File: src/rtl/mem_port_arbiter.sv
`default_nettype none
// ============================================================================
//  Module   : mem_port_arbiter
//  Purpose  : Two-requester arbiter for the shared instruction/data memory
//             port. Each granted access is latched and held on the memory bus
//             for WAIT_STATES extra cycles, then acknowledged with registered
//             read data. Ties are resolved round-robin; defining
//             MEM_ARB_FIXED_PRIO_EN makes requester 0 always win ties.
//  Revision : 1.0 - initial release
// ============================================================================
module mem_port_arbiter #(
    parameter int DATA_WIDTH  = 32,
    parameter int ADDR_WIDTH  = 32,
    parameter int WAIT_STATES = 1      // legal range 0..15 (4-bit counter)
) (
    input  logic                  clk,
    input  logic                  reset,      // asynchronous, active low
    input  logic                  m0_req,
    input  logic                  m0_we,
    input  logic [ADDR_WIDTH-1:0] m0_addr,
    input  logic [DATA_WIDTH-1:0] m0_wdata,
    output logic                  m0_ack,
    output logic [DATA_WIDTH-1:0] m0_rdata,
    input  logic                  m1_req,
    input  logic                  m1_we,
    input  logic [ADDR_WIDTH-1:0] m1_addr,
    input  logic [DATA_WIDTH-1:0] m1_wdata,
    output logic                  m1_ack,
    output logic [DATA_WIDTH-1:0] m1_rdata,
    output logic [ADDR_WIDTH-1:0] mem_addr,
    output logic [DATA_WIDTH-1:0] mem_wdata,
    output logic                  mem_we,
    input  logic [DATA_WIDTH-1:0] mem_rdata,
    output logic                  busy,
    output logic                  grant_id
);

    typedef enum logic [1:0] {
        S_IDLE   = 2'd0,
        S_ACCESS = 2'd1,
        S_ACK    = 2'd2
    } state_t;

    localparam logic [3:0] C_WAIT_LOAD = 4'(WAIT_STATES);

    state_t                  r_state;
    state_t                  w_nextState;
    logic                    w_grant;      // IDLE with at least one request
    logic                    w_capture;    // final ACCESS cycle
    logic                    w_pick;       // requester chosen this cycle
    logic [3:0]              r_cnt;
    logic                    r_we;
    logic [ADDR_WIDTH-1:0]   r_addr;
    logic [DATA_WIDTH-1:0]   r_wdata;
    logic                    r_grantId;
    logic [DATA_WIDTH-1:0]   r_m0Rdata;
    logic [DATA_WIDTH-1:0]   r_m1Rdata;

`ifdef MEM_ARB_FIXED_PRIO_EN
    // Tie-break: requester 0 always wins, so no grant history is kept.
    always_comb begin
        w_pick = 1'b0;
        if (!m0_req && m1_req) begin
            w_pick = 1'b1;
        end
    end
`else
    logic r_lastGnt;

    // Tie-break: the requester that did not win last time gets the port.
    always_comb begin
        w_pick = 1'b0;
        if (m0_req && m1_req) begin
            w_pick = ~r_lastGnt;
        end else if (m1_req) begin
            w_pick = 1'b1;
        end
    end

    // Remember the last winner; reset value hands the first tie to requester 0.
    always_ff @(posedge clk or negedge reset) begin
        if (!reset) begin
            r_lastGnt <= 1'b1;
        end else if (w_grant) begin
            r_lastGnt <= w_pick;
        end
    end
`endif

    // State register.
    always_ff @(posedge clk or negedge reset) begin
        if (!reset) begin
            r_state <= S_IDLE;
        end else begin
            r_state <= w_nextState;
        end
    end

    // Next-state logic and the grant/capture strobes.
    always_comb begin
        w_nextState = r_state;
        w_grant     = 1'b0;
        w_capture   = 1'b0;
        case (r_state)
            S_IDLE: begin
                if (m0_req || m1_req) begin
                    w_grant     = 1'b1;
                    w_nextState = S_ACCESS;
                end
            end
            S_ACCESS: begin
                if (r_cnt == 4'd0) begin
                    w_capture   = 1'b1;
                    w_nextState = S_ACK;
                end
            end
            S_ACK:   w_nextState = S_IDLE;
            default: w_nextState = S_IDLE;
        endcase
    end

    // Latch the winning access, run the wait counter, capture read data.
    always_ff @(posedge clk or negedge reset) begin
        if (!reset) begin
            r_cnt     <= 4'd0;
            r_we      <= 1'b0;
            r_addr    <= '0;
            r_wdata   <= '0;
            r_grantId <= 1'b0;
            r_m0Rdata <= '0;
            r_m1Rdata <= '0;
        end else begin
            if (w_grant) begin
                r_we      <= w_pick ? m1_we    : m0_we;
                r_addr    <= w_pick ? m1_addr  : m0_addr;
                r_wdata   <= w_pick ? m1_wdata : m0_wdata;
                r_grantId <= w_pick;
                r_cnt     <= C_WAIT_LOAD;
            end else if ((r_state == S_ACCESS) && (r_cnt != 4'd0)) begin
                r_cnt <= r_cnt - 4'd1;
            end
            if (w_capture && !r_we) begin
                if (r_grantId) begin
                    r_m1Rdata <= mem_rdata;
                end else begin
                    r_m0Rdata <= mem_rdata;
                end
            end
        end
    end

    // Outputs decoded from state and latched registers only.
    always_comb begin
        mem_addr  = (r_state == S_ACCESS) ? r_addr  : '0;
        mem_wdata = (r_state == S_ACCESS) ? r_wdata : '0;
        mem_we    = w_capture & r_we;
        m0_ack    = (r_state == S_ACK) && !r_grantId;
        m1_ack    = (r_state == S_ACK) &&  r_grantId;
        m0_rdata  = r_m0Rdata;
        m1_rdata  = r_m1Rdata;
        busy      = (r_state != S_IDLE);
        grant_id  = r_grantId;
    end

endmodule
`default_nettype wire

File: config.mk
export PLATFORM = sky130hd
export DESIGN_NAME = mem_port_arbiter
export DESIGN_NICKNAME = d
export VERILOG_FILES = /design/src/rtl/mem_port_arbiter.sv
export SDC_FILE = /design/constraint.sdc
export NUM_CORES = 1
export LEC_CHECK = 0
export CORE_MARGIN = 2
export CORE_UTILIZATION = 45
export CTS_CLUSTER_DIAMETER = 50
export DETAILED_ROUTE_END_ITERATION = 16
export PLACE_DENSITY_LB_ADDON = 0.08
export SETUP_SLACK_MARGIN = 0.5
export SLEW_MARGIN = 20
export SYNTH_ARGS = -nofsm -noshare
export SYNTH_HDL_FRONTEND = slang
export SYNTH_SLANG_ARGS = --single-unit
File: constraint.sdc
create_clock -name clk -period 4 [get_ports clk]
set_input_delay 1.2 -clock clk [delete_from_list [all_inputs] [get_ports clk]]
set_output_delay 1.2 -clock clk [all_outputs]
set_load 0.05 [all_outputs]
==> results of run 1 <==
## kinds of logic after synthesis
logic type      Yosys count
mux                     195
compound gates           13
simple gates             83
flops                   137
fa+ha+maj                 2
buf+inv                  31
## cell type report
| cell class | count | area [µm²] | area share |
|---|---|---|---|
| clock buffers | 21 | 480.5 | 0.04680 |
| repair buffers | 306 | 3068 | 0.2988 |
| inverters | 3 | 11.26 | 0.001097 |
| well taps | 180 | 225.2 | 0.02194 |
| flip-flops and latches | 137 | 3430 | 0.3340 |
| clock inverters | 11 | 191.4 | 0.01865 |
| multi-input cells | 294 | 2861 | 0.2787 |
## state kept, by name (all words and copies together), names as in the netlist
signal and flops:
r_addr 32, r_we 1, r_lastGnt 1, grant_id 1
r_wdata 32, m1_rdata 32, r_state 2, r_cnt 4
m0_rdata 32
## power groups by stage
stage | Clock [mW] | Sequential (mW) | Combinational [mW]
after CTS | 1.78 | 2.52 | 5.99
after detailed placement | 0 | 2.52 | 6.19
after floorplan | 0 | 3.60 | 3.00
after global routing | 1.83 | 2.60 | 6.22
after global placement | 0 | 2.48 | 6.09
final | 1.75 | 2.51 | 5.95
## cell usage after synthesis, types with 3 or more instances
cell / count / area share
mux2_2: 67 / 0.12
buf_4: 3 / 0.0035
and2_1: 64 / 0.062
dfrtp_1: 136 / 0.53
inv_1: 3 / 0.0017
clkbuf_1: 7 / 0.0041
mux2_1: 128 / 0.22
nor2_1: 3 / 0.0017
o21ai_0: 4 / 0.0031
buf_6: 8 / 0.014
buf_2: 10 / 0.0077
## metal layers
metal / up-vias / GRT usage / part of all wire / wire (µm)
met5: - / 0 / 0 / 0
met4: 0 / 0.08665 / 0.027 / 476
met3: 35 / 0.07784 / 0.093 / 1611
met2: 191 / 0.4028 / 0.52 / 8961
met1: 2331 / 0.2384 / 0.36 / 6333
li1: 2219 / - / - / -
## worst max-delay path: cells and delay by family, from the launching register on
kind                       cells  cell delay, ns
and+or+nand+nor                2            0.51
adders and majority gates      1            0.23
buffers and inverters          2            0.68
DFF                            1            0.39
## stage by stage
stage	utilization	setup WS [ns]	std cells	hold WS (ns)	power (mW)
3_5_place_dp	0.6886	0.6569	919	0.4799	8.708
5_1_grt	0.7368	0.5008	952	0.5058	10.66
2_1_floorplan	-	0.9780	461	0.4707	6.600
3_3_place_gp	0.6886	0.7484	919	0.4739	8.572
4_1_cts	0.7331	0.5194	952	0.4922	10.28
6_report	0.7368	0.5823	952	0.4869	10.21
## worst paths after layout
check	depth (start not counted)	slack, ns	endpoint
max reg2reg	4	1.89	r_addr[2]
min	1	0.49	m1_rdata[26]
min in group asynchronous	1	0.76	m1_rdata[8]
max in group asynchronous	2	2.38	r_lastGnt
max	5	0.58	mem_we
min reg2reg	1	0.49	m1_rdata[26]
## timing repair
| item | in CTS | in global routing |
|---|---|---|
| gates resized for setup | 54 | 54 |
| cloned | 1 | 0 |
| setup endpoints to repair | 65 | 49 |
==> qor.yml, run 1 <==
cp.arrival_ns: 2.22
synth-async-reset-ratio: 1.000
slew_violations: 0
antenna_found_initial: 0
maxSlewHeadroom: 0.5712
final_hold_viol_count: 0
synth_mux_area_frac: 0.3397
tns_ns: 0
p_sw_mw: 4.780
clock_skew_ns: 0.004512
stdcell_area_mm2: 0.01027
grt_pass1_wl_um: 25750
drc: 0
fmax_ghz: 0.2926
dieHeight_um: 123.9
io_buffers: 298
yosysUniqueCellTypes: 33
post-cts-setup-buffers: 0
dr.pass1.iters: 4
p_int_mw: 5.429
period_minus_slack_ns: 3.418
worstMarginPinSlew_ns: 0.6432
p_leak_nw: 4.460
max-vdd-ir-drop_mv: 0.6760
wire_per_inst_um: 18.26
rows: 43
synth_ff_type: "dfrtp_1"
rsz0062_at_grt: "false"
ant_nets: 0
layout.nets: 927
pwr-share-comb: 0.583
crit_path_top_delay_cell: "dlygate4sd2_1"
synth_top_family_by_area: "multiplexers"
syn_inst: 461
die-area_mm2: 0.01534
synth-seq-area-share: 0.5305
grt_max_degree: 75
synth-edff-count: 0
critical_path.max_fanout: 4
clockRootBuffer: "clkbuf_16"
clk_latency_ns: 0.41
required_ns: 2.80
synth_xor_area_frac: 0
p_per_area_mw_per_mm2: 994.3
synth-simple-area-share: 0.08206
worst_setup_path_end_kind: "output pin"
area_growth_pct: 58.81
grt_usage: 0.2232
grt-ovfl-total: 0
placed_area_mm2: 0.009595
synth-compound-area-share: 0.01297
start_util: 0.4639
synth_nets: 629
p_clk_frac: 0.171
drv_cap: 0
cp_cell_sequence: "inv_1 > ha_1 > nor2b_1 > and3_1 > dlygate4sd2_1"
run_status: "completed"
path_class: "flip-flop to output pin"
drive_above_1_share: 0.1554
ios: 299
setup_violations: 0
clock_path_buffers: 2
gp_congestion: 0.8196
synth-seq-cells: 137
vias: 4776
synthAdderAreaFrac: 0.003871
switching_share: 0.4682
cts_tree: "done"
critPathMaxStageDelay_ns: 0.55
cts_max_level: 4
drtIter0Drc: 146
syn-cell-area_mm2: 0.006465
n_fill_cell: 931
syn_avg_cell_area_um2: 14.02
dp_hpwl_um: 12870
die_x_um: 123.9
drt_wl_total_um: 17380
cts_sinks: 137
r2r_start: "r_state[1]"
n_antenna_cell: 0
clk_pin_slew_ns: 0.06
viasPerCell: 5.017
final_cell_mix: "231 x clkdlybuf4s50_1, 136 x dfrtp_1, 128 x mux2_1"
final_common_cell: "clkdlybuf4s50_1"
cp-startpoint: "r_cnt[0]"
fin_crit_sh: 0.8544
yosysWarnings: 0
core_area_mm2: 0.01393
min-delay-start: "m1_rdata[26]"
grt_pass1_vias: 5021
hp-class: "flip-flop to flip-flop"
seq_power_share: 0.246
start_kind: "flip-flop"
cts_buffers: 17
holdBufCountCts: 0
(Power assumes the default switching activity.)
==> run 2: changes to the inputs <==
--- a/config.mk
+++ b/config.mk
@@ -10,6 +10,7 @@
 export CTS_CLUSTER_DIAMETER = 50
 export DETAILED_ROUTE_END_ITERATION = 16
 export PLACE_DENSITY_LB_ADDON = 0.08
+export REMOVE_ABC_BUFFERS = 1
 export SETUP_SLACK_MARGIN = 0.5
 export SLEW_MARGIN = 20
 export SYNTH_ARGS = -nofsm -noshare
==> constraint.sdc (replaced) <==
create_clock -name clk -period 4.1 [get_ports clk]
set_input_delay 1.23 -clock clk [delete_from_list [all_inputs] [get_ports clk]]
set_output_delay 1.23 -clock clk [all_outputs]
set_load 0.05 [all_outputs]
==> run 2 against run 1 <==
Against the previous run: first-iteration DRC count increased by 27%; hold slack improved by 0.0048 ns; clock skew increased by 0.00063 ns; flip-flop and latch count unchanged; via count increased by 0.42%; sequential power decreased by 4%; non-clock buffer count increased by 3; register-to-register slack improved by 0.17 ns; clock-buffer cell count decreased by 4; cell count increased by 0.21%; die area unchanged; largest cell class unchanged; largest power group unchanged; highest routed layer unchanged.
==> qor.yml, run 2 (same netlist as run 1, synthesis figures left out) <==
dieHeight_um: 123.9  # unchanged
drtIter0Drc: 185  # was 146
p_leak_nw: 4.762  # was 4.460 nW
gp_congestion: 0.7913  # was 0.8196
dr.pass1.iters: 4  # unchanged
path_buf_inv: 2  # unchanged
n_fill_cell: 933  # was 931
layout.nets: 929  # was 927
grt_max_degree: 78  # was 75
clockRootBuffer: "clkbuf_16"  # unchanged
core_area_mm2: 0.01393  # unchanged
drv_cap: 0  # unchanged
fin_crit_sh: 0.8576
slew_violations: 0  # unchanged
grt_usage: 0.2275  # was 0.2232
post-cts-setup-buffers: 0  # unchanged
hp-class: "flip-flop to flip-flop"  # unchanged
drive_above_1_share: 0.1512  # was 0.1554
grt-ovfl-total: 0  # unchanged
antenna_found_initial: 0  # unchanged
clock_skew_ns: 0.005144  # was 0.004512 ns
final_common_cell: "clkdlybuf4s50_1"  # unchanged
n_antenna_cell: 0  # unchanged
path_class: "flip-flop to output pin"  # unchanged
tns_ns: 0  # unchanged
required_ns: 2.87  # was 2.80 ns
final_hold_viol_count: 0  # unchanged
wire_per_inst_um: 18.34  # was 18.26 µm
area_growth_pct: 59.80  # was 58.81%
max-vdd-ir-drop_mv: 0.6941  # was 0.6760 mV
cts_max_level: 4  # unchanged
clk_latency_ns: 0.41  # about the same
cp.arrival_ns: 2.29  # was 2.22 ns
start_kind: "flip-flop"  # unchanged
worstMarginPinSlew_ns: 0.7036  # was 0.6432 ns
drt_wl_total_um: 17500  # was 17380 µm
dp_hpwl_um: 12880  # was 12870 µm
final_cell_mix: "255 x clkdlybuf4s50_1, 136 x dfrtp_1, 128 x mux2_1"  # was 231 x clkdlybuf4s50_1, 136 x dfrtp_1, 128 x mux2_1
rows: 43  # unchanged
cts_sinks: 137  # unchanged
run_status: "completed"  # unchanged
vias: 4796  # was 4776
period_minus_slack_ns: 3.516
io_buffers: 298  # unchanged
cts_buffers: 17  # unchanged
setup_violations: 0  # unchanged
die-area_mm2: 0.01534  # unchanged
p_per_area_mw_per_mm2: 975.3  # was 994.3 mW/mm²
whs_ns: 0.4917  # was 0.4869 ns
drc: 0  # unchanged
die_x_um: 123.9  # unchanged
grt_pass1_vias: 5231  # was 5021
critical_path.max_fanout: 33  # was 4
holdBufCountCts: 0  # unchanged
clock_path_buffers: 2  # unchanged
maxSlewHeadroom: 0.5309  # was 0.5712
crit_path_top_delay_cell: "clkdlybuf4s50_1"  # was dlygate4sd2_1
rsz0062_at_grt: "false"  # unchanged
clk_pin_slew_ns: 0.06  # about the same
critPathMaxStageDelay_ns: 0.81  # was 0.55 ns
critical-path-top-delay-family: "buffers and inverters"  # unchanged
cp_cell_sequence: "nor2b_4 > buf_4 > and2_1 > clkdlybuf4s50_1"  # was inv_1 > ha_1 > nor2b_1 > and3_1 > dlygate4sd2_1
start_util: 0.4639  # unchanged
viasPerCell: 5.027  # was 5.017
ant_nets: 0  # unchanged
ios: 299  # unchanged
setup_slack_ns: 0.5839  # was 0.5823 ns
cts_tree: "done"  # unchanged
fmax_ghz: 0.2844
dp_slack_ns: 0.8532  # was 0.6569 ns
worst_setup_path_end_kind: "output pin"  # unchanged
grt_pass1_wl_um: 26250  # was 25750 µm
-- run 2: path summary, 6_finish.rpt --
check	start	to	cells past startpoint	slack, ns
max in group asynchronous	reset	r_lastGnt	2	2.42
hold reg to reg	m1_rdata[21]	m1_rdata[21]	1	0.49
min in group asynchronous	reset	m0_rdata[18]	1	0.83
setup reg to reg	r_state[1]	r_wdata[28]	4	2.06
hold / removal	m1_rdata[21]	m1_rdata[21]	1	0.49
setup / recovery	r_state[1]	mem_addr[6]	4	0.58
-- run 2: stage by stage --
stage	cells	instance area, µm²	total power, mW	util
finish	954	10330	10.08	0.7414
global route	954	10330	10.52	0.7414
CTS	954	10230	10.20	0.7340
detailed placement	922	9580	8.501	0.6875
global placement	922	9580	8.362	0.6875
floorplan	433	6276	6.351	-
-- run 2: layout make-up --
type	instances	area, µm²	share of cell area
Clock buffer	17	425.4	0.04118
Clock inverter	15	224.0	0.02168
Inverter	3	11.26	0.001090
Multi-Input combinational cell	293	2848	0.2756
Sequential cell	137	3430	0.3320
Tap cell	180	225.2	0.02180
Timing Repair Buffer	309	3168	0.3066
-- run 2: where the power goes --
group | total [mW] | internal [mW] | switching [mW] | leakage, nW
clock network | 1.66 | 1.08 | 0.580 | 0.314
registers | 2.42 | 2.06 | 0.366 | 1.61
logic | 5.99 | 2.24 | 3.76 | 2.84
-- run 2: per-layer routing --
metal | up-vias | global-route usage | wire length, µm | part of all wire
met3 | 28 | 0.09066 | 1827 | 0.10
met1 | 2366 | 0.2321 | 6334 | 0.36
met2 | 190 | 0.4145 | 8940 | 0.51
met4 | 0 | 0.08878 | 397 | 0.023
li1 | 2212 | - | - | -
met5 | - | 0 | 0 | 0
-- run 2: what timing repair did --
| action | in CTS | in global routing |
|---|---|---|
| gates resized for setup | 1 | 41 |
| endpoints found under the setup margin | 1 | 41 |
| cloned | 0 | 0 |
-- run 2: worst register-to-register path, stage by stage, from the launching register on --
cell and delay (ns):
dfrtp_1 0.45, or2_1 0.38, nor2_4 0.15, buf_4 0.52, mux2_2 0.43
